### config.mk
export PLATFORM = sky130hd
export DESIGN_NAME = memory_sequence_controller_flat
export DESIGN_NICKNAME = d
export VERILOG_FILES = /design/src/rtl/memory_sequence_controller_if.sv /design/src/rtl/memory_sequence_controller.sv /design/src/flat_wrapper.sv
export SDC_FILE = /design/constraint.sdc
export NUM_CORES = 1
export LEC_CHECK = 0
export CAP_MARGIN = 30
export CORE_UTILIZATION = 45
export CTS_CLUSTER_SIZE = 40
export DETAILED_ROUTE_END_ITERATION = 10
export SYNTH_ARGS = -nofsm -noshare
export SYNTH_HDL_FRONTEND = slang
export SYNTH_SLANG_ARGS = --single-unit
### constraint.sdc
create_clock -name clk -period 2.8 [get_ports clk]
set_input_delay 0.56 -clock clk [delete_from_list [all_inputs] [get_ports clk]]
set_output_delay 0.56 -clock clk [all_outputs]
set_load 0.03 [all_outputs]
### src/rtl/memory_sequence_controller_if.sv
// Player-facing and random-source signals of the memory sequence game,
// bundled so the controller and its surroundings share one connection.
interface memory_sequence_controller_if;
    logic       start;
    logic [2:0] rnd_value;
    logic       lfsr_stop;
    logic       user_valid;
    logic [2:0] user_value;
    logic [2:0] leds;
    logic [4:0] level;
    logic       round_ok;
    logic       fail;
    logic       win;

    modport master (
        output start, rnd_value, user_valid, user_value,
        input  lfsr_stop, leds, level, round_ok, fail, win
    );

    modport slave (
        input  start, rnd_value, user_valid, user_value,
        output lfsr_stop, leds, level, round_ok, fail, win
    );
endinterface

### src/rtl/memory_sequence_controller.sv
// Memory game sequencer: grows a random sequence by one entry per round,
// plays it back on the LEDs, then checks the player's entries against it.
module memory_sequence_controller #(
    parameter int MAX_LEN     = 8,
    parameter int SHOW_CYCLES = 4,
    parameter int GAP_CYCLES  = 2
) (
    input  logic                          clk,
    input  logic                          reset,
    memory_sequence_controller_if.slave   bus
);

    localparam int IW    = (MAX_LEN > 1) ? $clog2(MAX_LEN) : 1;
    localparam int DEPTH = 1 << IW;
    localparam int CW    = 16;

    typedef enum logic [2:0] {
        S_IDLE, S_CAPTURE, S_SHOW, S_GAP, S_INPUT, S_ROUND_OK, S_FAIL, S_DONE
    } state_t;

    state_t          state_q, state_d;
    logic [4:0]      level_q, level_d;
    logic [IW-1:0]   idx_q,   idx_d;
    logic [CW-1:0]   cnt_q,   cnt_d;
    logic            mem_we;
    logic [2:0]      seq_mem [DEPTH];
    logic [2:0]      cur_value;
    logic            at_last;

    assign cur_value = seq_mem[idx_q];
    assign at_last   = ({{(5-IW){1'b0}}, idx_q} == (level_q - 5'd1));
    assign bus.level = level_q;

    always_ff @(posedge clk or posedge reset) begin
        if (reset) begin
            state_q <= S_IDLE;
            level_q <= '0;
            idx_q   <= '0;
            cnt_q   <= '0;
        end else begin
            state_q <= state_d;
            level_q <= level_d;
            idx_q   <= idx_d;
            cnt_q   <= cnt_d;
        end
    end

    // Entries beyond level are never read, so the buffer needs no reset.
    always_ff @(posedge clk) begin
        if (mem_we) begin
            seq_mem[level_q[IW-1:0]] <= bus.rnd_value;
        end
    end

    always_comb begin
        state_d       = state_q;
        level_d       = level_q;
        idx_d         = idx_q;
        cnt_d         = cnt_q;
        mem_we        = 1'b0;
        bus.leds      = 3'b000;
        bus.lfsr_stop = 1'b0;
        bus.round_ok  = 1'b0;
        bus.fail      = 1'b0;
        bus.win       = 1'b0;

        case (state_q)
            S_IDLE, S_FAIL, S_DONE: begin
                bus.fail      = (state_q == S_FAIL);
                bus.win       = (state_q == S_DONE);
                bus.lfsr_stop = (state_q != S_IDLE);
                if (bus.start) begin
                    level_d = '0;
                    idx_d   = '0;
                    state_d = S_CAPTURE;
                end
            end
            S_CAPTURE: begin
                mem_we  = 1'b1;
                level_d = level_q + 5'd1;
                idx_d   = '0;
                cnt_d   = '0;
                state_d = S_SHOW;
            end
            S_SHOW: begin
                bus.leds      = cur_value;
                bus.lfsr_stop = 1'b1;
                if (cnt_q == CW'(SHOW_CYCLES - 1)) begin
                    cnt_d   = '0;
                    state_d = S_GAP;
                end else begin
                    cnt_d = cnt_q + CW'(1);
                end
            end
            S_GAP: begin
                bus.lfsr_stop = 1'b1;
                if (cnt_q == CW'(GAP_CYCLES - 1)) begin
                    cnt_d = '0;
                    if (at_last) begin
                        idx_d   = '0;
                        state_d = S_INPUT;
                    end else begin
                        idx_d   = idx_q + IW'(1);
                        state_d = S_SHOW;
                    end
                end else begin
                    cnt_d = cnt_q + CW'(1);
                end
            end
            S_INPUT: begin
                if (bus.user_valid) begin
                    if (bus.user_value != cur_value) begin
                        state_d = S_FAIL;
                    end else if (at_last) begin
                        state_d = S_ROUND_OK;
                    end else begin
                        idx_d = idx_q + IW'(1);
                    end
                end
            end
            S_ROUND_OK: begin
                bus.round_ok  = 1'b1;
                bus.lfsr_stop = 1'b1;
                state_d       = (level_q == 5'(MAX_LEN)) ? S_DONE : S_CAPTURE;
            end
            default: state_d = S_IDLE;
        endcase
    end

endmodule
### src/flat_wrapper.sv
// flat-port wrapper written by rule: the top's interface ports become plain ports
module memory_sequence_controller_flat 
#(
    parameter int MAX_LEN     = 8,
    parameter int SHOW_CYCLES = 4,
    parameter int GAP_CYCLES  = 2
)
  (clk, reset, bus_start, bus_rnd_value, bus_user_valid, bus_user_value, bus_lfsr_stop, bus_leds, bus_level, bus_round_ok, bus_fail, bus_win);
  memory_sequence_controller_if bus_i ();
  input  logic clk;
  input  logic reset;
  input wire logic [$bits(bus_i.start)-1:0] bus_start;
  input wire logic [$bits(bus_i.rnd_value)-1:0] bus_rnd_value;
  input wire logic [$bits(bus_i.user_valid)-1:0] bus_user_valid;
  input wire logic [$bits(bus_i.user_value)-1:0] bus_user_value;
  output wire logic [$bits(bus_i.lfsr_stop)-1:0] bus_lfsr_stop;
  output wire logic [$bits(bus_i.leds)-1:0] bus_leds;
  output wire logic [$bits(bus_i.level)-1:0] bus_level;
  output wire logic [$bits(bus_i.round_ok)-1:0] bus_round_ok;
  output wire logic [$bits(bus_i.fail)-1:0] bus_fail;
  output wire logic [$bits(bus_i.win)-1:0] bus_win;
  assign bus_i.start = bus_start;
  assign bus_i.rnd_value = bus_rnd_value;
  assign bus_i.user_valid = bus_user_valid;
  assign bus_i.user_value = bus_user_value;
  assign bus_lfsr_stop = bus_i.lfsr_stop;
  assign bus_leds = bus_i.leds;
  assign bus_level = bus_i.level;
  assign bus_round_ok = bus_i.round_ok;
  assign bus_fail = bus_i.fail;
  assign bus_win = bus_i.win;
  memory_sequence_controller #(.MAX_LEN(MAX_LEN), .SHOW_CYCLES(SHOW_CYCLES), .GAP_CYCLES(GAP_CYCLES)) u_core (.clk(clk), .reset(reset), .bus(bus_i));
endmodule
==> flow_summary.toml <==
[sta]
fin_hold_ws_ns = 0.552
setup-tns-final_ns = 0
finalCriticalPeriod_ns = 2.53
worst_pin_slew_ns = 0.641
hold_viol_final = 0
max_freq_mhz = 395
fin_crit_sh = 0.905
finalMaxSlewViolations = 0
setup_slack_ns = 0.267
rsz0062_at_grt = "no"
slew_headroom = 0.569
final.setup_skew_ns = 0.00980
setup_violations = 0

[synth]
ys_async_sr_fraction = 0.529
synth_edf_count = 24
synthXorXnorAreaFrac = 0.0650
ys_warn_count = 0
ys_types = 49
synth_top_flop_cell = "dfrtp_1"
ys_seq_area_frac = 0.500
synthAdderAreaFrac = 0.0224
yosys.area_share.simple = 0.202
avgSynthCellArea_um2 = 10.1
synth_cells = 277
synth_top_area_frac = 0.258
synthMuxAreaShare = 0.0601
synth.area.top_cells = "edfxtp_1 (26%), dfrtp_1 (24%), nor2_1 (5.0%), nand2_1 (3.9%), xor2_1 (3.8%)"
synth_top_family_by_area = "simple AND/OR/NAND/NOR gates"
yosys_register_bits = 51
synth_fp_nets = 292
synth_area_um2 = 2790
synth_top_area_cell = "edfxtp_1"
synth_compound_area_frac = 0.109

[clocking]
cts_max_path_buffers = 2
h-tree-depth = 2
cts-resized-gates = 2
cts_root_buffer = "clkbuf_8"
clock_latency_ns = 0.32
cts_tree = "done"
cts_num_sinks = 51
cts_buffers = 5
post_cts_buffers = 0
path_clk_slew_ns = 0.10
hold_buffers = 0

[global_routing]
overflow = 0
grt_max_degree = 28
antenna_found_initial = 0
grt_pass1_vias = 2022
grt_pass1_wl_um = 9760
grt_util_all_layers = 0.201

[worst_setup_path]
path_buf_inv = 2
crit_path_start_kind = "register"
rr_endpoint = "u_core.state_q[2]"
crit_slowest_cell = "dfrtp_1"
cp-end-kind = "output pin"
r2r-start = "u_core.cnt_q[10]"
rr_worst_depth = 7
r2r_slack_ns = 0.53
arrival_ns = 1.97
crit_fanout = 8
crit_family = "buffers and inverters"
worstPathRequired_ns = 2.24
cp-startpoint = "u_core.idx_q[0]"
worstPathCellList = "buf_4 > mux2i_1 > a22oi_1 > nand2_1 > nor2_1 > dlygate4sd2_1"
worstSetupEndpoint = "bus_leds[0]"
critical_path_class = "reg2out"
worst_path_largest_cell_delay_ns = 0.45
cp_num_cells = 6

[detailed_routing]
wl_per_cell_um = 15.5
drtIter0Drc = 128
via_per_inst = 5.40
drtPass1Iterations = 5
drc = 0
vias = 2047
routed_wl_um = 5870
ant_nets = 0

[place]
io_buffer_count = 21
dp_cells = 371
dp_hpwl_um = 4350
place_ws_ns = 0.363
place_area_um2 = 3100
gp_congestion = 0.777

[die]
start_util = 0.468
coreArea_um2 = 5960
die-area_um2 = 6520
rows = 28
ios = 22
die_w_um = 80.7
fp.dieH_um = 80.7

[hold_path]
hp-class = "reg2reg"

[power]
clkPwrFrac = 0.153
switching_power_mw = 1.34
power.leakage_nw = 1.29
irDropWorstVdd_mv = 0.702
power_frac_comb = 0.516
sw_frac_of_total = 0.442
intPower_mw = 1.70
p_per_area_nw_per_um2 = 950
total_power_mw = 3.04
pwr-share-seq = 0.331

[final_layout]
finalInstanceArea_um2 = 3200
drive_above_1_share = 0.0921
final_common_cell = "nor2_1"
finalNonFillerCells = 379
syn_to_final_growth_pct = 14.6
nNetsFinal = 318
layout_common_cells = "nor2_1 (37), nand2_1 (29), dfrtp_1 (27)"
fin_util = 0.537
antennaDiodeCount = 0

[status]
outcome = "complete, no violations"

[run]
max_cap_viol_count = 0
registers in the layout, summed over array words and instances, names as in the netlist:
register          flops
u_core.seq_mem       24
u_core.cnt_q         16
u_core.bus.level      5
u_core.idx_q          3
u_core.state_q        3
logic make-up (layout without fill, tap and decap cells):
group	count (synthesis)	count (layout)
adder cells (fa/ha/maj)	5	5
flip-flops	51	51
XOR/XNOR	19	19
AO/OA/AOI/OAI	47	47
AND/OR/NAND/NOR	117	117
multiplexers	13	13
buffers and inverters	25	52
routing by layer:
layer	share of wire	global-route usage
met5	0	0
met4	0.021	0.0732
met3	0.033	0.0371
met2	0.47	0.326
met1	0.48	0.270
area by class of cell:
class | instances | area, µm²
tap | 75 | 93.8
clock inverter | 3 | 28.8
inverter | 14 | 52.6
multi-input combinational | 201 | 1280
timing repair buffer | 30 | 278
fill | 563 | 2760
sequential | 51 | 1400
clock buffer | 5 | 68.8
worst min-delay path by stage:
stage,start,endpoint,slack (ns),depth (start not counted)
2_1_floorplan,u_core.cnt_q[0],u_core.cnt_q[0],0.50,1
3_5_place_dp,u_core.cnt_q[15],u_core.cnt_q[15],0.53,2
6_report,u_core.cnt_q[15],u_core.cnt_q[15],0.55,2
5_1_grt,u_core.cnt_q[0],u_core.cnt_q[0],0.60,1
4_1_cts,u_core.cnt_q[15],u_core.cnt_q[15],0.56,2
3_3_place_gp,u_core.cnt_q[15],u_core.cnt_q[15],0.53,2
tightest hold or removal path: stages (launching register included):
cell and delay [ns]:
dfrtp_1 0.38, xor2_1 0.07, nor2_1 0.07
cell usage after synthesis, drive strengths merged (3+ instances only):
library cell and number:
nor2 37, nand2 29, dfrtp 27, edfxtp 24, inv 14, o21ai 14
xor2 13, mux2i 11, nand3 11, nand4 9, a21oi 8, a22oi 7
clkbuf 7, nor3 7, xnor2 6, ha 5, and3 4, buf 4
nor2b 4, a31oi 3, and2 3, nor4 3, o31ai 3
power by group through the flow:
stage	logic, mW	registers (mW)	clock network [mW]
5_1_grt	1.75	1.02	0.505
4_1_cts	1.58	1.00	0.481
6_report	1.57	1.01	0.465
3_3_place_gp	1.58	1.02	0
3_5_place_dp	1.58	1.02	0
2_1_floorplan	1.16	1.02	0
Note: power is estimated with default switching activity, not from simulation.
